$ cat config.mk
export PLATFORM = sky130hd
export DESIGN_NAME = adc_sample_reader
export DESIGN_NICKNAME = d
export VERILOG_FILES = /design/src/rtl/adc_pkg.sv /design/src/rtl/edge_pulse.sv /design/src/rtl/adc_sample_reader.sv
export SDC_FILE = /design/constraint.sdc
export NUM_CORES = 1
export LEC_CHECK = 0
export CAP_MARGIN = 40
export CORE_MARGIN = 3
export CORE_UTILIZATION = 53
export CTS_CLUSTER_SIZE = 16
export DETAILED_ROUTE_END_ITERATION = 8
export PLACE_DENSITY_LB_ADDON = 0.2
export REMOVE_ABC_BUFFERS = 1
export SETUP_SLACK_MARGIN = 0.3
export SKIP_CTS_REPAIR_TIMING = 1
export SLEW_MARGIN = 20
export SYNTH_ARGS = -nofsm -noshare
export SYNTH_HDL_FRONTEND = slang
export SYNTH_SLANG_ARGS = --single-unit
$ cat constraint.sdc
create_clock -name clk -period 1.9 [get_ports clk]
set_input_delay 0.38 -clock clk [delete_from_list [all_inputs] [get_ports clk]]
set_output_delay 0.38 -clock clk [all_outputs]
set_load 0.02 [all_outputs]
$ cat src/rtl/adc_pkg.sv
// Shared definitions for the ADC capture path: FSM states and default frame geometry
// used by the divider, the sample reader and the EEPROM logger.
package adc_pkg;

  localparam int unsigned DEF_DATA_BITS = 12;
  localparam int unsigned DEF_NULL_BITS = 2;
  localparam int unsigned DEF_CS_IDLE   = 2;

  typedef enum logic [2:0] {
    S_IDLE,
    S_SELECT,
    S_NULLB,
    S_SHIFT,
    S_DONE
  } state_t;

  function automatic int unsigned max3(input int unsigned a, input int unsigned b,
                                       input int unsigned c);
    int unsigned m;
    m = a;
    if (b > m) m = b;
    if (c > m) m = c;
    return m;
  endfunction

endpackage

$ cat src/rtl/edge_pulse.sv
// Rising-edge detector for a slow strobe already in the clk domain; rise is a
// single-clk pulse on the first cycle the input is seen high.
module edge_pulse (
  input  logic clk,
  input  logic rst,
  input  logic in,
  output logic rise
);

  logic r_in_d;

  always_ff @(posedge clk or posedge rst) begin
    if (rst) r_in_d <= 1'b0;
    else     r_in_d <= in;
  end

  assign rise = in & ~r_in_d;

endmodule

$ cat src/rtl/adc_sample_reader.sv
// Serial ADC frame reader: drives CS_n, shifts DOUT MSB-first on adcclock rises and
// hands completed words to the logger through a valid/ready holding register.
module adc_sample_reader
  import adc_pkg::*;
#(
  parameter int unsigned DATA_BITS = DEF_DATA_BITS,
  parameter int unsigned NULL_BITS = DEF_NULL_BITS,
  parameter int unsigned CS_IDLE   = DEF_CS_IDLE
) (
  input  logic                 clk,
  input  logic                 rst,
  input  logic                 adcclock,
  input  logic                 enable,
  input  logic                 adc_dout,
  output logic                 adc_cs_n,
  output logic [DATA_BITS-1:0] sample,
  output logic                 sample_valid,
  input  logic                 sample_ready,
  output logic                 overrun,
  output logic                 busy
);

  localparam int unsigned    CW        = $clog2(max3(DATA_BITS, NULL_BITS, CS_IDLE) + 1);
  localparam logic [CW-1:0]  LAST_DATA = CW'(DATA_BITS - 1);
  localparam logic [CW-1:0]  LAST_NULL = CW'(NULL_BITS - 1);
  localparam logic [CW-1:0]  LAST_IDLE = CW'(CS_IDLE - 1);

  state_t                 r_state;
  logic                   r_cs_n;
  logic [CW-1:0]          r_bit_cnt;
  logic [DATA_BITS-1:0]   r_shreg;
  logic                   r_complete;
  logic [DATA_BITS-1:0]   r_sample;
  logic                   r_valid;
  logic                   r_overrun;
  logic                   w_rise;

  edge_pulse u_adcclk_edge (
    .clk  (clk),
    .rst  (rst),
    .in   (adcclock),
    .rise (w_rise)
  );

  always_ff @(posedge clk or posedge rst) begin
    if (rst) begin
      r_state    <= S_IDLE;
      r_cs_n     <= 1'b1;
      r_bit_cnt  <= '0;
      r_shreg    <= '0;
      r_complete <= 1'b0;
    end else begin
      r_complete <= 1'b0;
      if (w_rise) begin
        case (r_state)
          S_IDLE: begin
            if (enable) begin
              r_state   <= S_SELECT;
              r_cs_n    <= 1'b0;
              r_bit_cnt <= '0;
            end
          end
          S_SELECT: begin
            r_bit_cnt <= '0;
            r_state   <= (NULL_BITS > 0) ? S_NULLB : S_SHIFT;
          end
          S_NULLB: begin
            if (r_bit_cnt == LAST_NULL) begin
              r_state   <= S_SHIFT;
              r_bit_cnt <= '0;
            end else begin
              r_bit_cnt <= r_bit_cnt + 1'b1;
            end
          end
          S_SHIFT: begin
            r_shreg <= {r_shreg[DATA_BITS-2:0], adc_dout};
            if (r_bit_cnt == LAST_DATA) begin
              // complete fires next clk, when r_shreg already holds the LSB
              r_state    <= S_DONE;
              r_cs_n     <= 1'b1;
              r_bit_cnt  <= '0;
              r_complete <= 1'b1;
            end else begin
              r_bit_cnt <= r_bit_cnt + 1'b1;
            end
          end
          S_DONE: begin
            if (r_bit_cnt == LAST_IDLE) begin
              r_bit_cnt <= '0;
              if (enable) begin
                r_state <= S_SELECT;
                r_cs_n  <= 1'b0;
              end else begin
                r_state <= S_IDLE;
              end
            end else begin
              r_bit_cnt <= r_bit_cnt + 1'b1;
            end
          end
          default: begin
            r_state   <= S_IDLE;
            r_cs_n    <= 1'b1;
            r_bit_cnt <= '0;
          end
        endcase
      end
    end
  end

  // A consume on the same edge as a completion frees the slot for the new word.
  always_ff @(posedge clk or posedge rst) begin
    if (rst) begin
      r_sample  <= '0;
      r_valid   <= 1'b0;
      r_overrun <= 1'b0;
    end else if (r_complete) begin
      if (!r_valid || sample_ready) begin
        r_sample <= r_shreg;
        r_valid  <= 1'b1;
      end else begin
        r_overrun <= 1'b1;
      end
    end else if (r_valid && sample_ready) begin
      r_valid <= 1'b0;
    end
  end

  assign adc_cs_n     = r_cs_n;
  assign sample       = r_sample;
  assign sample_valid = r_valid;
  assign overrun      = r_overrun;
  assign busy         = (r_state != S_IDLE);

endmodule
==> impl_metrics.csv <==
group,metric,value,unit
setup_path,crit_slowest_cell,"dfrtp_1",
sta,whs,0.421,ns
setup_path,crit_fanout,2,
pwr,p_per_area,1070,mW/mm²
drt,routed_wl,2.92,mm
die,start_util,56.3,%
setup_path,arrival,1.35,ns
synth,yosysTopAreaCellShare,55.5,%
clock_network,cts_tree,"yes",
synth,syn-cell-area,0.00158,mm²
sta,period_needed,1.73,ns
place,hpwl,2.03,mm
synth,ys_ff_latch,36,
synth,ys_seq_area_share,57.1,%
sta,max-slew-margin-rel,63.1,%
place,dpl_cell_area,0.00185,mm²
synth,synth_edf_count,0,
clock_network,clkSlewWorstSetupHoldPaths,0.10,ns
sta,worst_pin_slew,0.548,ns
final_layout,antennaDiodeCount,0,
clock_network,clockBufferDepth,2,
setup_path,worstPathCellList,"or3_4 > dlymetal6s2s_1",
final_layout,syn2layout_area_growth,28.5,%
synth,async_reset_ff_share,100,%
grt,grt_first_pass_wirelength,4.63,mm
clock_network,clk_latency,0.34,ns
drt,vias,1029,
setup_path,critPathRequiredTime,1.52,ns
outcome,status,"finished clean",
place,port_buffers,21,
die,rows,19,
sta,clock_skew,0.00841,ns
pwr,ir_drop,0.671,mV
grt,grt.total_usage,17.7,%
drt,ant_nets,0,
synth,yosys_warnings,0,
die,die_area,0.00367,mm²
grt,grt.overflow.total,0,
final_layout,drive_above_1_share,33.3,%
place,place_congestion,0.850,
setup_path,slowest_delay,0.40,ns
setup_path,cp-start-kind,"flip-flop",
drt,drc,0,
die,fp.dieW,60.6,µm
sta,rsz0062_at_grt,"true",
place,dp_slack,0.0164,ns
sta,min_period_over_period,91.0,%
clock_network,cts_root_buf,"clkbuf_4",
synth,synth.area.top_cells,"dfrtp_1 55%, mux2_2 18%, nand2_1 2.1%, dfstp_2 1.7%, a21oi_1 1.6%",
die,coreArea,0.00281,mm²
setup_path,worstSetupPathType,"reg -> out",
clock_network,cts_made_buffers,5,
final_layout,num-nets-final,160,
setup_path,worstSetupEndpointType,"output port",
sta,setup_violations,0,
die,pin_count,22,
synth,syn_inst,121,
grt,grt_max_degree,37,
grt,grt_pass1_vias,1009,
sta,slew_violations,0,
synth,yosys_most_used_dff,"dfrtp_1",
drt,drt-wirelength-per-cell,15.9,µm
min_path,worstHoldPathType,"in -> async",
die,die_y,60.6,µm
clock_network,htree_num_levels,2,
pwr,p_leak,1.16,nW
final_layout,fin_area,0.00203,mm²
grt,grt_antenna_before_repair,0,
clock_network,cts.sinks,36,
synth,synth_top_area_cell,"dfrtp_1",
pwr,finalPower,2.18,mW
drt,drtIter0Drc,33,
synth,synth_area_per_cell,13.0,µm²
sta,worst_slack,0.172,ns
final_layout,final.fill_count,197,
drt,firstDrtPassIters,4,
sta,hold_viol_final,0,
synth,ys_types,34,
sta,fmax,0.579,GHz
job,maxCapViolations,0,
drt,drt-vias-per-instance,5.59,
[worst max-delay path: cells and delay by family, from the launching register on]
family / cells / cell delay (ns)
buf+inv: 1 / 0.21
simple gates: 1 / 0.40
flops: 1 / 0.40
[area by class of cell]
class	instances	area (µm²)	area share [%]
clock buffers	8	58.8	2.90
flip-flops and latches	36	903	44.5
inverters	6	22.5	1.11
repair buffers	28	323	15.9
multi-input cells	75	683	33.7
well taps	31	38.8	1.91
[path summary, 6_finish.rpt]
path / from / to / slack, ns / cells past startpoint
worst max-delay path: r_state[1] / busy / 0.17 / 2
max in group asynchronous: rst / adc_cs_n / 1.14 / 3
worst max register to register: r_bit_cnt[1] / r_state[0] / 0.34 / 6
worst min-delay path: rst / sample[6] / 0.42 / 3
worst min register to register: r_complete / sample_valid / 0.48 / 2
min in group clk: r_complete / sample_valid / 0.48 / 2
[cell usage after synthesis (2+ instances only)]
cell type  count
a21oi_1        5
and2b_1        2
buf_2          2
buf_6          2
dfrtp_1       35
ha_1           2
inv_1          6
mux2_2        25
nand2_1        9
nand2b_1       3
nor2_1         4
nor2b_1        2
o21ai_0        3
[cells by family (layout without fill, tap and decap cells)]
| logic type | after synthesis | in the layout | share of synthesized area, % |
|---|---|---|---|
| fa+ha+maj | 2 | 2 | 1.58 |
| simple gates | 28 | 28 | 10.5 |
| buf+inv | 10 | 42 | 3.49 |
| xor+xnor | 1 | 1 | 0.555 |
| flops | 36 | 36 | 57.1 |
| compound gates | 19 | 19 | 8.95 |
| mux | 25 | 25 | 17.8 |
[cell usage in the layout, fill, tap and decap left out, types with 4 or more instances in the layout]
cell type / instances
a21oi_1: 5
buf_4: 4
clkbuf_4: 5
clkdlybuf4s50_1: 5
dfrtp_1: 34
dlymetal6s2s_1: 16
inv_1: 6
mux2_2: 25
nand2_1: 8
nor2_1: 4
[sequential cells by signal (all words and copies together), names as in the netlist]
signal and flops:
adc_cs_n 1, overrun 1, r_bit_cnt 4, r_complete 1
r_shreg 12, r_state 3, sample 12, sample_valid 1
u_adcclk_edge.r_in_d 1
[layer usage]
| layer | GRT usage (%) | wire length (µm) | vias to the layer above |
|---|---|---|---|
| li1 | - | - | 491 |
| met1 | 23.1 | 1290 | 502 |
| met5 | 0 | 0 | - |
| met4 | 7.43 | 62 | 0 |
| met3 | 7.23 | 156 | 8 |
| met2 | 26.3 | 1410 | 28 |
[stage by stage]
stage                     utilization (%)  instances  setup TNS, ns
after floorplan                         -        117              0
after global placement               65.8        174              0
after detailed placement             65.8        174              0
after CTS                            67.9        182         -0.164
after global routing                 72.3        184              0
final                                72.3        184              0
[power by group]
part | total (mW) | leakage [nW] | internal, mW | switching (mW)
registers | 1.12 | 0.463 | 0.967 | 0.155
clock network | 0.418 | 0.0326 | 0.182 | 0.236
logic | 0.639 | 0.669 | 0.343 | 0.296
Power figures use the tool's default switching activity.
==> RTL edit (same settings) <==
`DEF_DATA_BITS`: 12 -> 18.
--- a/src/rtl/adc_pkg.sv
+++ b/src/rtl/adc_pkg.sv
@@ -2,7 +2,7 @@
 // used by the divider, the sample reader and the EEPROM logger.
 package adc_pkg;
 
-  localparam int unsigned DEF_DATA_BITS = 12;
+  localparam int unsigned DEF_DATA_BITS = 18;
   localparam int unsigned DEF_NULL_BITS = 2;
   localparam int unsigned DEF_CS_IDLE   = 2;
 
Interface: changed (resized sample); port bits go from 22 to 28. No check against the original RTL was run, so the function may have changed too.
==> RTL edit against the original RTL <==
  * First-iteration DRC count down 9.1%
  * Worst setup slack worse by 0.092 ns
  * Final cell count up 33%
  * Area after synthesis up 31%
  * Global-route usage down 0.20 points
  * Via count up 32%
  * Routed wire length up 33%
  * Sequential cell count up 13
  * Power up 39%
  * Maximum frequency down 5.0%
  * Synthesized cell count up 26%
  * Cell area up 34%
  * Worst hold slack worse by 0.057 ns
  * Largest cell class unchanged
  * Largest power group unchanged
==> RTL edit: results (changes against the original RTL) <==
stage	metric	value	unit	change
timing	skew	0.00709	ns	-0.00132 ns
synthesis	synth_top_cells_by_count	48 x dfrtp_1, 36 x mux2_2, 7 x o21ai_0, 6 x inv_1, 5 x nand2_1		
synthesis	ys_seq_area_share	59.5	%	+2.4 points
clock_tree	h-tree-depth	2		unchanged
clock_tree	cts_buffer_depth	2		unchanged
global_route	grt_pass1_wl	5980	um	+29%
power_and_ir_drop	ir_drop	0.771	mV	+15%
global_route	grt-ovfl-total	0		unchanged
global_route	grt_antenna_before_repair	0		unchanged
critical_path	crit_fanout	7		+5
global_route	grt_max_degree	26		-30%
placement	dp_cells	234		+34%
critical_path	cp_data_arrival_time	1.44	ns	+0.09 ns
critical_path	critPathSlowestCell	dfrtp_2		
detailed_routing	vias	1354		+32%
placement	dp_hpwl	2580	um	+27%
layout	drive_gt1_share	39.1	%	+5.8 points
layout	num-fill-cells	240		+22%
layout	final_cell_count_no_fill	245		+33%
power_and_ir_drop	p_leak	1.64	nW	+41%
power_and_ir_drop	power.share.switching	32.1	%	+0.62 points
global_route	grt_util_all_layers	17.5	%	-0.20 points
critical_path	cp_top_family	flip-flops		
synthesis	synth.area.top_cells	dfrtp_1 58%, mux2_2 20%, o21ai_0 1.7%		
synthesis	synth.avg_cell_area	13.6	um^2	+4.0%
clock_tree	clkTransAtPathRegs	0.09	ns	
detailed_routing	drt_iter0_drc	30		-9.1%
synthesis	ys_async_sr_fraction	100	%	unchanged
placement	place_congestion	0.856		+0.66%
synthesis	synthDistinctLibCells	40		+18%
min_path	hp-class	in2async		
placement	placed_area	2480	um^2	+35%
clock_tree	numCtsBuffers	5		unchanged
clock_tree	clk_latency	0.29	ns	-0.05 ns
layout	antenna_cells	0		unchanged
global_route	grt_pass1_vias	1317		+31%
synthesis	ys_warn_count	0		unchanged
detailed_routing	drt-pass1-iter-count	4		unchanged
timing	timing.slew.headroom	74.2	%	+11 points
layout	fin_nets	204		+28%
critical_path	critPathMaxStageDelay	0.46	ns	+0.06 ns
placement	io_buffers	27		+29%
clock_tree	root_buffer	clkbuf_8		
synthesis	synth_edf_count	0		unchanged
detailed_routing	wl_per_cell	15.9	um	about the same
status	outcome	complete, no violations		
==> RTL edit: cell count changes after synthesis, moves of 2 or more <==
cell	delta
nand2_1	-4
nor3b_1	+2
dfrtp_1	+13
and2b_1	-2
o31ai_1	+2
mux2_2	+11
or3_2	+2
o21ai_0	+4
nand3_1	+2
clkbuf_1	+2
==> RTL edit: area by class of cell <==
type	instances	area share, %
clock inverter	2	0.505
timing repair buffer	44	18.0
clock buffer	6	3.03
tap	48	2.20
sequential	49	45.1
multi-input combinational	90	30.4
inverter	6	0.826
==> RTL edit: power by group through the flow <==
stage	logic [mW]	clock network [mW]	registers (mW)
final	0.992	0.623	1.42
after global routing	1.08	0.695	1.44
after CTS	0.821	0.644	1.40
after detailed placement	0.814	0	1.42
after floorplan	0.451	0	1.44
after global placement	0.783	0	1.41
==> RTL edit: path summary, 6_finish.rpt <==
path | start | end | slack, ns | cells past startpoint
min | rst | sample[16]$_DFFE_PP0P_ | 0.36 | 2
max in group asynchronous | rst | adc_cs_n$_DFFE_PP1P_ | 0.98 | 3
min in group clk | overrun$_DFFE_PP0P_ | overrun$_DFFE_PP0P_ | 0.48 | 1
min reg2reg | overrun$_DFFE_PP0P_ | overrun$_DFFE_PP0P_ | 0.48 | 1
max | r_state[2]$_DFFE_PP0P_ | busy | 0.08 | 2
max reg2reg | r_state[0]$_DFFE_PP0P_ | r_bit_cnt[4]$_DFFE_PP0P_ | 0.12 | 5
==> RTL edit: logic make-up after synthesis <==
logic type	Yosys count	synth area share, %
flip-flops	49	59.5
XOR/XNOR	1	0.425
AND/OR/NAND/NOR	24	6.85
AO/OA/AOI/OAI	26	8.79
multiplexers	37	20.1
adder cells (fa/ha/maj)	2	1.21
buffers and inverters	13	3.09
==> RTL edit: worst reg2reg max path, cell delays in order (launching register included) <==
cell and delay [ns]:
dfrtp_1 0.40, buf_6 0.13, or3b_4 0.42, a22o_4 0.27, or4_1 0.40, o21ai_1 0.09
==> RTL edit: routing by layer <==
layer,GRT usage [%],vias to the layer above,part of all wire (%)
met5,0,-,0
met4,6.95,0,1.3
met3,5.25,4,4.2
met2,26.8,30,51
met1,23.1,683,44
li1,-,637,-
==> RTL edit: metrics by stage <==
stage	worst slack, ns	utilization, %	setup TNS [ns]
after floorplan	-0.309	-	-5.79
after global placement	-0.0379	66.8	-0.385
after detailed placement	-0.0801	66.8	-0.787
after CTS	-0.278	69.4	-0.278
after global routing	0.0477	73.3	0
final	0.0799	73.3	0
